## config.mk

```make
export PLATFORM = sky130hd
export DESIGN_NAME = regfile_access_ctrl_flat
export DESIGN_NICKNAME = d
export VERILOG_FILES = /design/src/rtl/regfile_access_ctrl_pkg.sv /design/src/rtl/regfile_access_ctrl_if.sv /design/src/rtl/regfile_access_ctrl_scoreboard.sv /design/src/rtl/regfile_access_ctrl.sv /design/src/flat_wrapper.sv
export SDC_FILE = /design/constraint.sdc
export NUM_CORES = 1
export LEC_CHECK = 0
export BUFFER_PORTS_ARGS = -buffer_cell sky130_fd_sc_hd__buf_2
export CORE_AREA = 4 4 88 90
export CTS_CLUSTER_DIAMETER = 150
export DETAILED_ROUTE_END_ITERATION = 10
export DIE_AREA = 0 0 92 94
export GPL_TIMING_DRIVEN = 0
export PLACE_DENSITY = 0.8
export SLEW_MARGIN = 20
export SYNTH_ARGS = -nofsm -noshare
export SYNTH_HDL_FRONTEND = slang
export SYNTH_HIERARCHICAL = 1
export SYNTH_SLANG_ARGS = --single-unit
export TNS_END_PERCENT = 20
```

## constraint.sdc

```tcl
create_clock -name Clock_in -period 9.05 [get_ports Clock_in]
set_input_delay 2.2625 -clock Clock_in [delete_from_list [all_inputs] [get_ports Clock_in]]
set_output_delay 2.2625 -clock Clock_in [all_outputs]
set_load 0.1 [all_outputs]
```

## src/rtl/regfile_access_ctrl_pkg.sv

```systemverilog
// Shared constants and types for the register-bank access controller.
// Sized for a 16 x 32-bit bank with a single write port.
package regfile_pkg;

    localparam int DATA_W   = 32;
    localparam int ADDR_W   = 4;
    localparam int NUM_REGS = 2 ** ADDR_W;

    typedef logic [ADDR_W-1:0] addr_t;
    typedef logic [DATA_W-1:0] data_t;

    // IDLE: waiting for a request; READ: bank read issued; VALID: operands presented
    typedef enum logic [1:0] {
        IDLE  = 2'd0,
        READ  = 2'd1,
        VALID = 2'd2
    } state_t;

endpackage

```

## src/rtl/regfile_access_ctrl_if.sv

```systemverilog
// Bundles the decode request, operand, writeback and bank-side signals of the controller.
// slave is the controller side, master is the environment (decode, consumer, bank).
interface regfile_access_ctrl_if;
    import regfile_pkg::*;

    logic  req_valid;
    logic  req_ready;
    addr_t req_rs1;
    addr_t req_rs2;
    addr_t req_rd;
    logic  req_rd_en;

    logic  op_valid;
    logic  op_ready;
    data_t op_a;
    data_t op_b;
    addr_t op_rd;
    logic  op_rd_en;

    logic  wb_valid;
    addr_t wb_addr;
    data_t wb_data;

    addr_t rf_read_1;
    addr_t rf_read_2;
    logic  rf_signal_read;
    logic  rf_signal_write;
    addr_t rf_address_to_write;
    data_t rf_data_to_write;
    data_t rf_out_1;
    data_t rf_out_2;

    logic  pending_any;

    modport slave (
        input  req_valid, req_rs1, req_rs2, req_rd, req_rd_en,
        output req_ready,
        output op_valid, op_a, op_b, op_rd, op_rd_en,
        input  op_ready,
        input  wb_valid, wb_addr, wb_data,
        output rf_read_1, rf_read_2, rf_signal_read,
        output rf_signal_write, rf_address_to_write, rf_data_to_write,
        input  rf_out_1, rf_out_2,
        output pending_any
    );

    modport master (
        output req_valid, req_rs1, req_rs2, req_rd, req_rd_en,
        input  req_ready,
        input  op_valid, op_a, op_b, op_rd, op_rd_en,
        output op_ready,
        output wb_valid, wb_addr, wb_data,
        input  rf_read_1, rf_read_2, rf_signal_read,
        input  rf_signal_write, rf_address_to_write, rf_data_to_write,
        output rf_out_1, rf_out_2,
        input  pending_any
    );

endinterface

```

## src/rtl/regfile_access_ctrl_scoreboard.sv

```systemverilog
// Per-register pending bits for outstanding writebacks, with set-over-clear priority
// and combinational lookups for both sources and the destination of the incoming request.
module reg_scoreboard
    import regfile_pkg::*;
(
    input  logic  clk,
    input  logic  srst,
    input  logic  set_en,
    input  addr_t set_addr,
    input  logic  clr_en,
    input  addr_t clr_addr,
    input  addr_t rs1_addr,
    input  addr_t rs2_addr,
    input  addr_t rd_addr,
    output logic  rs1_pend,
    output logic  rs2_pend,
    output logic  rd_pend,
    output logic  pending_any
);

    logic [NUM_REGS-1:0] pend_q;
    logic [NUM_REGS-1:0] pend_d;
    logic [NUM_REGS-1:0] set_vec;
    logic [NUM_REGS-1:0] clr_vec;

    // Decoded one-hot set/clear strobes, one slice per tracked register
    for (genvar gi = 0; gi < NUM_REGS; gi++) begin : g_dec
        assign set_vec[gi] = set_en && (set_addr == addr_t'(gi));
        assign clr_vec[gi] = clr_en && (clr_addr == addr_t'(gi));
    end

    always_comb begin
        pend_d = (pend_q & ~clr_vec) | set_vec;
    end

    always_ff @(posedge clk) begin
        if (srst) begin
            pend_q <= '0;
        end else begin
            pend_q <= pend_d;
        end
    end

    assign rs1_pend    = pend_q[rs1_addr];
    assign rs2_pend    = pend_q[rs2_addr];
    assign rd_pend     = pend_q[rd_addr];
    assign pending_any = |pend_q;

endmodule

```

## src/rtl/regfile_access_ctrl.sv

```systemverilog
// Operand-fetch initiator for the register bank: issues 1-cycle-latency reads, presents
// operands on a valid/ready handshake and stalls requests that hit outstanding writebacks.
module regfile_access_ctrl
    import regfile_pkg::*;
(
    input  logic Clock_in,
    input  logic Signal_reset,
    regfile_access_ctrl_if.slave bus
);

    state_t state_q, state_d;
    addr_t  rs1_q, rs1_d;
    addr_t  rs2_q, rs2_d;
    addr_t  rd_q, rd_d;
    logic   rd_en_q, rd_en_d;

    logic   rs1_pend;
    logic   rs2_pend;
    logic   rd_pend;
    logic   sb_pending_any;
    logic   wb_hits_src;
    logic   hazard;
    logic   req_ready;
    logic   accept;

    reg_scoreboard u_scoreboard (
        .clk         (Clock_in),
        .srst        (Signal_reset),
        .set_en      (accept & bus.req_rd_en),
        .set_addr    (bus.req_rd),
        .clr_en      (bus.wb_valid),
        .clr_addr    (bus.wb_addr),
        .rs1_addr    (bus.req_rs1),
        .rs2_addr    (bus.req_rs2),
        .rd_addr     (bus.req_rd),
        .rs1_pend    (rs1_pend),
        .rs2_pend    (rs2_pend),
        .rd_pend     (rd_pend),
        .pending_any (sb_pending_any)
    );

    // A writeback landing on a source this cycle would race the read, so it stalls too
    always_comb begin
        wb_hits_src = bus.wb_valid &&
                      ((bus.wb_addr == bus.req_rs1) || (bus.wb_addr == bus.req_rs2));
        hazard      = rs1_pend || rs2_pend || (bus.req_rd_en && rd_pend) || wb_hits_src;
    end

    // Ready is derived from state and hazards only, never from req_valid
    always_comb begin
        req_ready = 1'b0;
        if (!Signal_reset && !hazard) begin
            req_ready = (state_q == IDLE) || ((state_q == VALID) && bus.op_ready);
        end
        accept = bus.req_valid && req_ready;
    end

    always_comb begin
        state_d = state_q;
        rs1_d   = rs1_q;
        rs2_d   = rs2_q;
        rd_d    = rd_q;
        rd_en_d = rd_en_q;

        if (accept) begin
            rs1_d   = bus.req_rs1;
            rs2_d   = bus.req_rs2;
            rd_d    = bus.req_rd;
            rd_en_d = bus.req_rd_en;
        end

        case (state_q)
            IDLE: begin
                if (accept) begin
                    state_d = READ;
                end
            end
            READ: begin
                state_d = VALID;
            end
            VALID: begin
                if (bus.op_ready) begin
                    state_d = accept ? READ : IDLE;
                end
            end
            default: begin
                state_d = IDLE;
            end
        endcase
    end

    always_ff @(posedge Clock_in) begin
        if (Signal_reset) begin
            state_q <= IDLE;
            rs1_q   <= '0;
            rs2_q   <= '0;
            rd_q    <= '0;
            rd_en_q <= 1'b0;
        end else begin
            state_q <= state_d;
            rs1_q   <= rs1_d;
            rs2_q   <= rs2_d;
            rd_q    <= rd_d;
            rd_en_q <= rd_en_d;
        end
    end

    assign bus.req_ready = req_ready;

    // Bank outputs hold while no read is issued, so VALID can drive them straight through
    assign bus.op_valid  = !Signal_reset && (state_q == VALID);
    assign bus.op_a      = bus.rf_out_1;
    assign bus.op_b      = bus.rf_out_2;
    assign bus.op_rd     = rd_q;
    assign bus.op_rd_en  = rd_en_q;

    assign bus.rf_read_1      = rs1_q;
    assign bus.rf_read_2      = rs2_q;
    assign bus.rf_signal_read = !Signal_reset && (state_q == READ);

    assign bus.rf_signal_write     = !Signal_reset && bus.wb_valid;
    assign bus.rf_address_to_write = bus.wb_addr;
    assign bus.rf_data_to_write    = bus.wb_data;

    assign bus.pending_any = !Signal_reset && sb_pending_any;

endmodule

```

## src/flat_wrapper.sv

```systemverilog
// flat-port wrapper written by rule: the top's interface ports become plain ports
module regfile_access_ctrl_flat import regfile_pkg::*;
  (Clock_in, Signal_reset, bus_req_valid, bus_req_rs1, bus_req_rs2, bus_req_rd, bus_req_rd_en, bus_req_ready, bus_op_valid, bus_op_a, bus_op_b, bus_op_rd, bus_op_rd_en, bus_op_ready, bus_wb_valid, bus_wb_addr, bus_wb_data, bus_rf_read_1, bus_rf_read_2, bus_rf_signal_read, bus_rf_signal_write, bus_rf_address_to_write, bus_rf_data_to_write, bus_rf_out_1, bus_rf_out_2, bus_pending_any);
  regfile_access_ctrl_if bus_i ();
  input  logic Clock_in;
  input  logic Signal_reset;
  input wire logic [$bits(bus_i.req_valid)-1:0] bus_req_valid;
  input wire logic [$bits(bus_i.req_rs1)-1:0] bus_req_rs1;
  input wire logic [$bits(bus_i.req_rs2)-1:0] bus_req_rs2;
  input wire logic [$bits(bus_i.req_rd)-1:0] bus_req_rd;
  input wire logic [$bits(bus_i.req_rd_en)-1:0] bus_req_rd_en;
  output wire logic [$bits(bus_i.req_ready)-1:0] bus_req_ready;
  output wire logic [$bits(bus_i.op_valid)-1:0] bus_op_valid;
  output wire logic [$bits(bus_i.op_a)-1:0] bus_op_a;
  output wire logic [$bits(bus_i.op_b)-1:0] bus_op_b;
  output wire logic [$bits(bus_i.op_rd)-1:0] bus_op_rd;
  output wire logic [$bits(bus_i.op_rd_en)-1:0] bus_op_rd_en;
  input wire logic [$bits(bus_i.op_ready)-1:0] bus_op_ready;
  input wire logic [$bits(bus_i.wb_valid)-1:0] bus_wb_valid;
  input wire logic [$bits(bus_i.wb_addr)-1:0] bus_wb_addr;
  input wire logic [$bits(bus_i.wb_data)-1:0] bus_wb_data;
  output wire logic [$bits(bus_i.rf_read_1)-1:0] bus_rf_read_1;
  output wire logic [$bits(bus_i.rf_read_2)-1:0] bus_rf_read_2;
  output wire logic [$bits(bus_i.rf_signal_read)-1:0] bus_rf_signal_read;
  output wire logic [$bits(bus_i.rf_signal_write)-1:0] bus_rf_signal_write;
  output wire logic [$bits(bus_i.rf_address_to_write)-1:0] bus_rf_address_to_write;
  output wire logic [$bits(bus_i.rf_data_to_write)-1:0] bus_rf_data_to_write;
  input wire logic [$bits(bus_i.rf_out_1)-1:0] bus_rf_out_1;
  input wire logic [$bits(bus_i.rf_out_2)-1:0] bus_rf_out_2;
  output wire logic [$bits(bus_i.pending_any)-1:0] bus_pending_any;
  assign bus_i.req_valid = bus_req_valid;
  assign bus_i.req_rs1 = bus_req_rs1;
  assign bus_i.req_rs2 = bus_req_rs2;
  assign bus_i.req_rd = bus_req_rd;
  assign bus_i.req_rd_en = bus_req_rd_en;
  assign bus_req_ready = bus_i.req_ready;
  assign bus_op_valid = bus_i.op_valid;
  assign bus_op_a = bus_i.op_a;
  assign bus_op_b = bus_i.op_b;
  assign bus_op_rd = bus_i.op_rd;
  assign bus_op_rd_en = bus_i.op_rd_en;
  assign bus_i.op_ready = bus_op_ready;
  assign bus_i.wb_valid = bus_wb_valid;
  assign bus_i.wb_addr = bus_wb_addr;
  assign bus_i.wb_data = bus_wb_data;
  assign bus_rf_read_1 = bus_i.rf_read_1;
  assign bus_rf_read_2 = bus_i.rf_read_2;
  assign bus_rf_signal_read = bus_i.rf_signal_read;
  assign bus_rf_signal_write = bus_i.rf_signal_write;
  assign bus_rf_address_to_write = bus_i.rf_address_to_write;
  assign bus_rf_data_to_write = bus_i.rf_data_to_write;
  assign bus_i.rf_out_1 = bus_rf_out_1;
  assign bus_i.rf_out_2 = bus_rf_out_2;
  assign bus_pending_any = bus_i.pending_any;
  regfile_access_ctrl u_core (.Clock_in(Clock_in), .Signal_reset(Signal_reset), .bus(bus_i));
endmodule
```

==> run summary, run 1 <==
- total of max-cap violations: 0
- Syn Nets: 412
- Fin Clk Skew: 0.004302 ns
- number of hold-slack violations in the final timing report: 0
- count of placed standard cells including taps: 531
- Initial Util: 0.3669
- Post-synth ARST share: 0
- FMAX: 147.1 MHz
- minimum clock period: 6.799 ns
- Slew headroom: 0.5798
- cell count after synthesis: 294
- Clock Sink Count: 31
- post-route worst hold slack: 0.4633 ns
- worst-path maximum fanout: 6
- Final GP Congestion: 0.8698
- source-to-sink clock delay at the later pin of the worst-skew pair: 0.28 ns
- Worst Tran Pin Value: 0.6237 ns
- number of optimization iterations in the first detailed-route pass: 4
- fraction of synthesized area in multiplexers: 0.1565
- core area: 7059 um^2
- Clock Root Buffer: clkbuf_8
- clock-pin slew on the worst setup and hold paths: 0.06 ns
- Area Overhead vs Synth: 34.25%
- Post-Layout Cell Count: 537
- synthesized-area fraction occupied by ao, oa, aoi and oai cells: 0.1275
- worst setup margin: 2.251 ns
- buffer and inverter count on the worst path: 2
- Final Routed Wirelength: 7466 um
- netlist area before placement: 2590 um^2
- most frequent cells in the layout: 140 x buf_2, 100 x buf_4, 31 x dfxtp_1, 29 x a21oi_1, 25 x o21ai_0
- io pins: 236
- CTS tree: built
- post-synthesis adder-cell area fraction: 0
- count of state elements after synthesis: 31
- CP Capture Type: output port
- most common cell after layout, fill and taps aside: buf_2
- share of post-route cells with drive strength above 1: 0.5753
- maximum clock path buffer count: 2
- placed instance area: 3405 um^2
- GRT Overall Usage: 0.1616
- share of the yosys chip area belonging to registers: 0.2396
- Worst Path Class, Setup: primary input to output port
- endpoints failing setup: 0
- Final HPWL DP: 6169 um
- initial drt markers: 117
- die area: 8648 um^2
- Die X: 92 um
- CP cell instances: buf_2 -> mux4_1 -> mux2i_1 -> mux2i_1 -> or4_4 -> a211oi_2 -> and2_1 -> buf_2
- startpoint class of the critical path: primary input
- total power density per cell area: 157.3 nW/um^2
- critical-path cell with the highest stage delay: mux4_1
- simple logic cell fraction of the synthesized area: 0.1396
- antenna violations before repair: 0
- drc violations: 0
- # port buffers: 138
- main combinational cell family by area after synthesis: buffers and inverters
- data required time of the worst path: 6.79 ns
- Main synth FF type: dfxtp_1
- total number of vias: 2568
- total congestion overflow: 0
- number of synthesized flops with an enable pin: 0
- antenna diode count: 0
- worst min-delay path category: register to register
- VDD IR-drop max: 69.16 uV
- xor and xnor fraction of the mapped netlist area: 0.02705
- height of the die: 94 um
- synthesized area per cell: 8.809 um^2
- maximum number of pins on one net before global-route repair: 11
- leakage dissipation: 1.779 nW
- Setup Total Neg Slack: 0 ns
- Setup Fix Bufs, Post-CTS: 0
- Core Rows: 31
- status: finished clean
- Yosys cell types: 33
- global-route wire length before repair: 11300 um
- PostCTS Resize Cnt: 0
- Nets: 557
- Critical Path AT: 4.54 ns
- final max-slew violation count: 0
- number of H-tree branching levels: 2
- number of hold buffers added after cts: 0
- setup repair after global routing missed its margin: false
- family with the most delay on the worst path: multiplexers
- via count of the first global-routing pass: 2445
- CTS buffer count: 5
- number of nets still failing antenna checks after routing: 0
- CP peak stage delay: 0.56 ns
- via count normalized by instance count: 4.782
- finished layout cell area: 3477 um^2
- Period Utilization, post-route: 0.7513
- worst setup timing slack at the placement stage: 2.263 ns
- Routed WL per cell: 13.90 um
- count of warnings emitted by yosys: 6
[cells by family after synthesis]
logic type      after synthesis
flops                        31
simple gates                 64
mux                          21
compound gates               61
xor+xnor                      8
buf+inv                     109
[final cells by class]
| cell class | count | area [um^2] |
|---|---|---|
| Fill cell | 685 | 3582 |
| Tap cell | 99 | 123.9 |
| Sequential cell | 31 | 620.6 |
| Clock buffer | 6 | 72.57 |
| Multi-Input combinational cell | 154 | 1167 |
| Buffer | 108 | 798.3 |
| Timing Repair Buffer | 138 | 690.7 |
| Inverter | 1 | 3.754 |
[cells in the mapped netlist, types with 2 or more instances]
master	count	area [um^2]
dfxtp_1	31	620.6
nand3b_1	2	15.01
nand2_1	15	56.30
nor2_1	2	7.510
a21oi_1	29	145.1
o41ai_1	2	17.52
xor2_1	8	70.07
mux2i_1	9	90.09
nand2b_1	5	31.28
and3_1	2	12.51
nor4_1	6	37.54
buf_4	100	750.7
nor2b_1	5	31.28
buf_2	2	10.01
buf_6	2	22.52
o31ai_1	2	15.01
clkbuf_1	4	15.01
mux4_1	12	315.3
o21ai_0	25	125.1
and3b_1	2	17.52
nor3b_1	2	15.01
nand3_1	16	80.08
[power breakdown]
group,switching (mW),total (mW),internal [mW]
Sequential,0.00233,0.143,0.141
Clock,0.0453,0.0963,0.0511
Combinational,0.246,0.307,0.0615
[flip-flops by register name, summed over array words and instances, names as in the netlist]
register / flops
u_core/bus.rf_read_2: 4
u_core/bus.op_rd: 4
u_core/bus.rf_read_1: 4
u_core/u_scoreboard/pend_q: 16
u_core/state_q: 2
u_core/bus.op_rd_en: 1
[final timing paths]
path	from	to	slack, ns	cells after the start
setup / recovery	bus_req_rs2[0]	bus_req_ready	2.25	8
hold / removal	u_core/bus.op_rd_en	u_core/bus.op_rd_en	0.46	2
setup reg to reg	u_core/u_scoreboard/pend_q[13]	u_core/u_scoreboard/pend_q[12]	5.96	10
hold reg to reg	u_core/bus.op_rd_en	u_core/bus.op_rd_en	0.46	2
[metrics by stage]
stage | power, mW | utilization
after floorplan | 0.4107 | -
after global placement | 0.4521 | 0.4823
after detailed placement | 0.4539 | 0.4823
after CTS | 0.5512 | 0.4926
after global routing | 0.5686 | 0.4926
final | 0.5468 | 0.4926
[tightest hold or removal path, stage by stage, from the launching register on]
cell and delay, ns:
dfxtp_1 0.30, nand2b_1 0.06, o21bai_1 0.05
[per-layer routing]
layer  global-route usage  part of all wire  up-vias
met5                    0                 0        -
met4              0.02599            0.0011        0
met3              0.05369              0.12        2
met2               0.2889              0.51      164
met1               0.1914              0.37     1168
li1                     -                 -     1234
Power figures use the tool's default switching activity.
==> run 2: changes to the inputs <==
CORE_AREA = 4 4 91 93   (was 4 4 88 90)
DIE_AREA = 0 0 95 97   (was 0 0 92 94)
PLACE_DENSITY = 0.76   (was 0.8)
clock period = 6.6 ns   (was 9.05 ns; I/O delays follow)
==> run 2 against run 1 <==
Against the previous run:
- cell area up 0.54%
- first-iteration DRC count is 21% lower
- via count grew 0.86%
- combinational power grew 37%
==> run summary, run 2 (synthesized netlist as in run 1, its figures left out) <==
- start of the worst register-to-register path: u_core/u_scoreboard/pend_q[5]
- Clock Sink Count: 31
- post-route worst hold slack: 0.4718 ns
- Critical Path AT: 3.91 ns
- Setup Total Neg Slack: 0 ns
- CTS tree: built
- share of post-route cells with drive strength above 1: 0.5786
- # port buffers: 138
- status: finished clean
- maximum clock path buffer count: 2
- launching element of the worst setup path: bus_req_rs2[0]
- global-route wire length before repair: 11540 um
- flop-to-flop setup slack: 3.57 ns
- worst min-delay path category: register to register
- Initial Util: 0.3441
- Slew headroom: 0.6390
- Worst Path Class, Setup: primary input to output port
- worst-path maximum fanout: 6
- Final Routed Wirelength: 7755 um
- critical-path cell with the highest stage delay: mux4_1
- worst setup margin: 1.041 ns
- family with the most delay on the worst path: multiplexers
- number of H-tree branching levels: 2
- maximum number of pins on one net before global-route repair: 11
- total congestion overflow: 0
- Worst Tran Pin Value: 0.5358 ns
- worst reg-to-reg path cell count: 10
- antenna diode count: 0
- CP peak stage delay: 0.56 ns
- CP Capture Type: output port
- Setup Fix Bufs, Post-CTS: 0
- Final GP Congestion: 0.8588
- Nets: 557
- io pins: 236
- via count normalized by instance count: 4.787
- startpoint class of the critical path: primary input
- leakage dissipation: 1.789 nW
- instance count on the critical path: 8
- finished layout cell area: 3496 um^2
- total power density per cell area: 219.4 nW/um^2
- initial drt markers: 92
- Period Utilization, post-route: 0.8422
- GRT Overall Usage: 0.1567
- drc violations: 0
- register ranked first by flip-flop count: u_core/u_scoreboard/pend_q
- clock-pin slew on the worst setup and hold paths: 0.06 ns
- worst setup timing slack at the placement stage: 1.045 ns
- final max-slew violation count: 0
- PostCTS Resize Cnt: 0
- setup repair after global routing missed its margin: false
- CP cell instances: buf_2 -> mux4_1 -> mux2i_1 -> mux2i_1 -> or4_4 -> a211oi_2 -> and2_1 -> buf_2
- endpoints failing setup: 0
- flip-flop count of the largest register after layout: 16
- die area: 9215 um^2
- worst reg2reg path endpoint: u_core/u_scoreboard/pend_q[12]
- data required time of the worst path: 4.95 ns
- number of hold-slack violations in the final timing report: 0
- area of the multi-input gates: 1167 um^2
- CTS buffer count: 5
- most frequent cells in the layout: 140 x buf_2, 100 x buf_4, 31 x dfxtp_1, 29 x a21oi_1, 25 x o21ai_0
- number of nets still failing antenna checks after routing: 0
- via count of the first global-routing pass: 2490
- register area: 620.6 um^2
- source-to-sink clock delay at the later pin of the worst-skew pair: 0.29 ns
- Die X: 95 um
- total of max-cap violations: 0
- final total power: 0.7669 mW
- Area Overhead vs Synth: 34.98%
- minimum clock period: 5.559 ns
- buffer and inverter count on the worst path: 2
- Critical Path Sink: bus_req_ready
- number of hold buffers added after cts: 0
- number of fill cells: 734
- total number of vias: 2590
- number of optimization iterations in the first detailed-route pass: 4
- Clock Root Buffer: clkbuf_8
- VDD IR-drop max: 131.2 uV
- core area: 7527 um^2
- antenna violations before repair: 0
- FMAX: 179.9 MHz
- most common cell after layout, fill and taps aside: buf_2
- placed instance area: 3408 um^2
- Final HPWL DP: 6544 um
- height of the die: 97 um
- Fin Clk Skew: 0.004735 ns
- Routed WL per cell: 14.33 um
- Core Rows: 32
-- run 2: changes by cell type in the layout (fill, tap and decap cells not counted), sizes merged --
cell	previous run	this run
clkinv	0	1
-- run 2: power breakdown --
| part | internal [mW] | leakage, nW | switching, mW |
|---|---|---|---|
| clock network | 0.0816 | 0.0470 | 0.0681 |
| registers | 0.193 | 0.251 | 0.00326 |
| logic | 0.0844 | 1.49 | 0.337 |
| total | 0.359 | 1.79 | 0.408 |
-- run 2: worst min path at each step --
stage	depth (start not counted)	end	slack, ns	startpoint
floorplan	2	u_core/u_scoreboard/pend_q[2]	0.47	u_core/u_scoreboard/pend_q[2]
global placement	2	u_core/bus.rf_read_1[3]	0.46	u_core/bus.rf_read_1[3]
detailed placement	2	u_core/bus.rf_read_1[2]	0.47	u_core/bus.rf_read_1[2]
CTS	2	u_core/bus.rf_read_1[2]	0.47	u_core/bus.rf_read_1[2]
global route	2	u_core/bus.rf_read_2[3]	0.50	u_core/bus.rf_read_2[3]
finish	2	u_core/bus.rf_read_1[1]	0.47	u_core/bus.rf_read_1[1]
-- run 2: layer usage --
metal / wire (um) / GRT usage / up-vias
li1: - / - / 1241
met3: 977 / 0.04588 / 13
met1: 2662 / 0.1727 / 1169
met2: 3998 / 0.2793 / 167
met4: 116 / 0.05660 / 0
met5: 0 / 0 / -
-- run 2: final cells by class --
type                            count  area share
Tap cell                          102     0.03651
Buffer                            108      0.2283
Sequential cell                    31      0.1775
Multi-Input combinational cell    154      0.3339
Timing Repair Buffer              138      0.1976
Inverter                            1    0.001074
Clock buffer                        6     0.02362
Clock inverter                      1    0.001432
-- run 2: worst register-to-register path: stages, from the launching register on --
cell      delay, ns
dfxtp_1        0.35
mux4_1         0.50
mux2i_1        0.15
mux2i_1        0.09
or4_4          0.48
a211oi_2       0.21
and2_4         0.20
and3_1         0.26
nor3b_1        0.45
nand3_1        0.14
a21oi_1        0.13
-- run 2: per-stage QoR --
stage | util | std cells
3_3_place_gp | 0.4528 | 534
2_1_floorplan | - | 294
6_report | 0.4644 | 541
3_5_place_dp | 0.4528 | 534
5_1_grt | 0.4644 | 541
4_1_cts | 0.4644 | 541
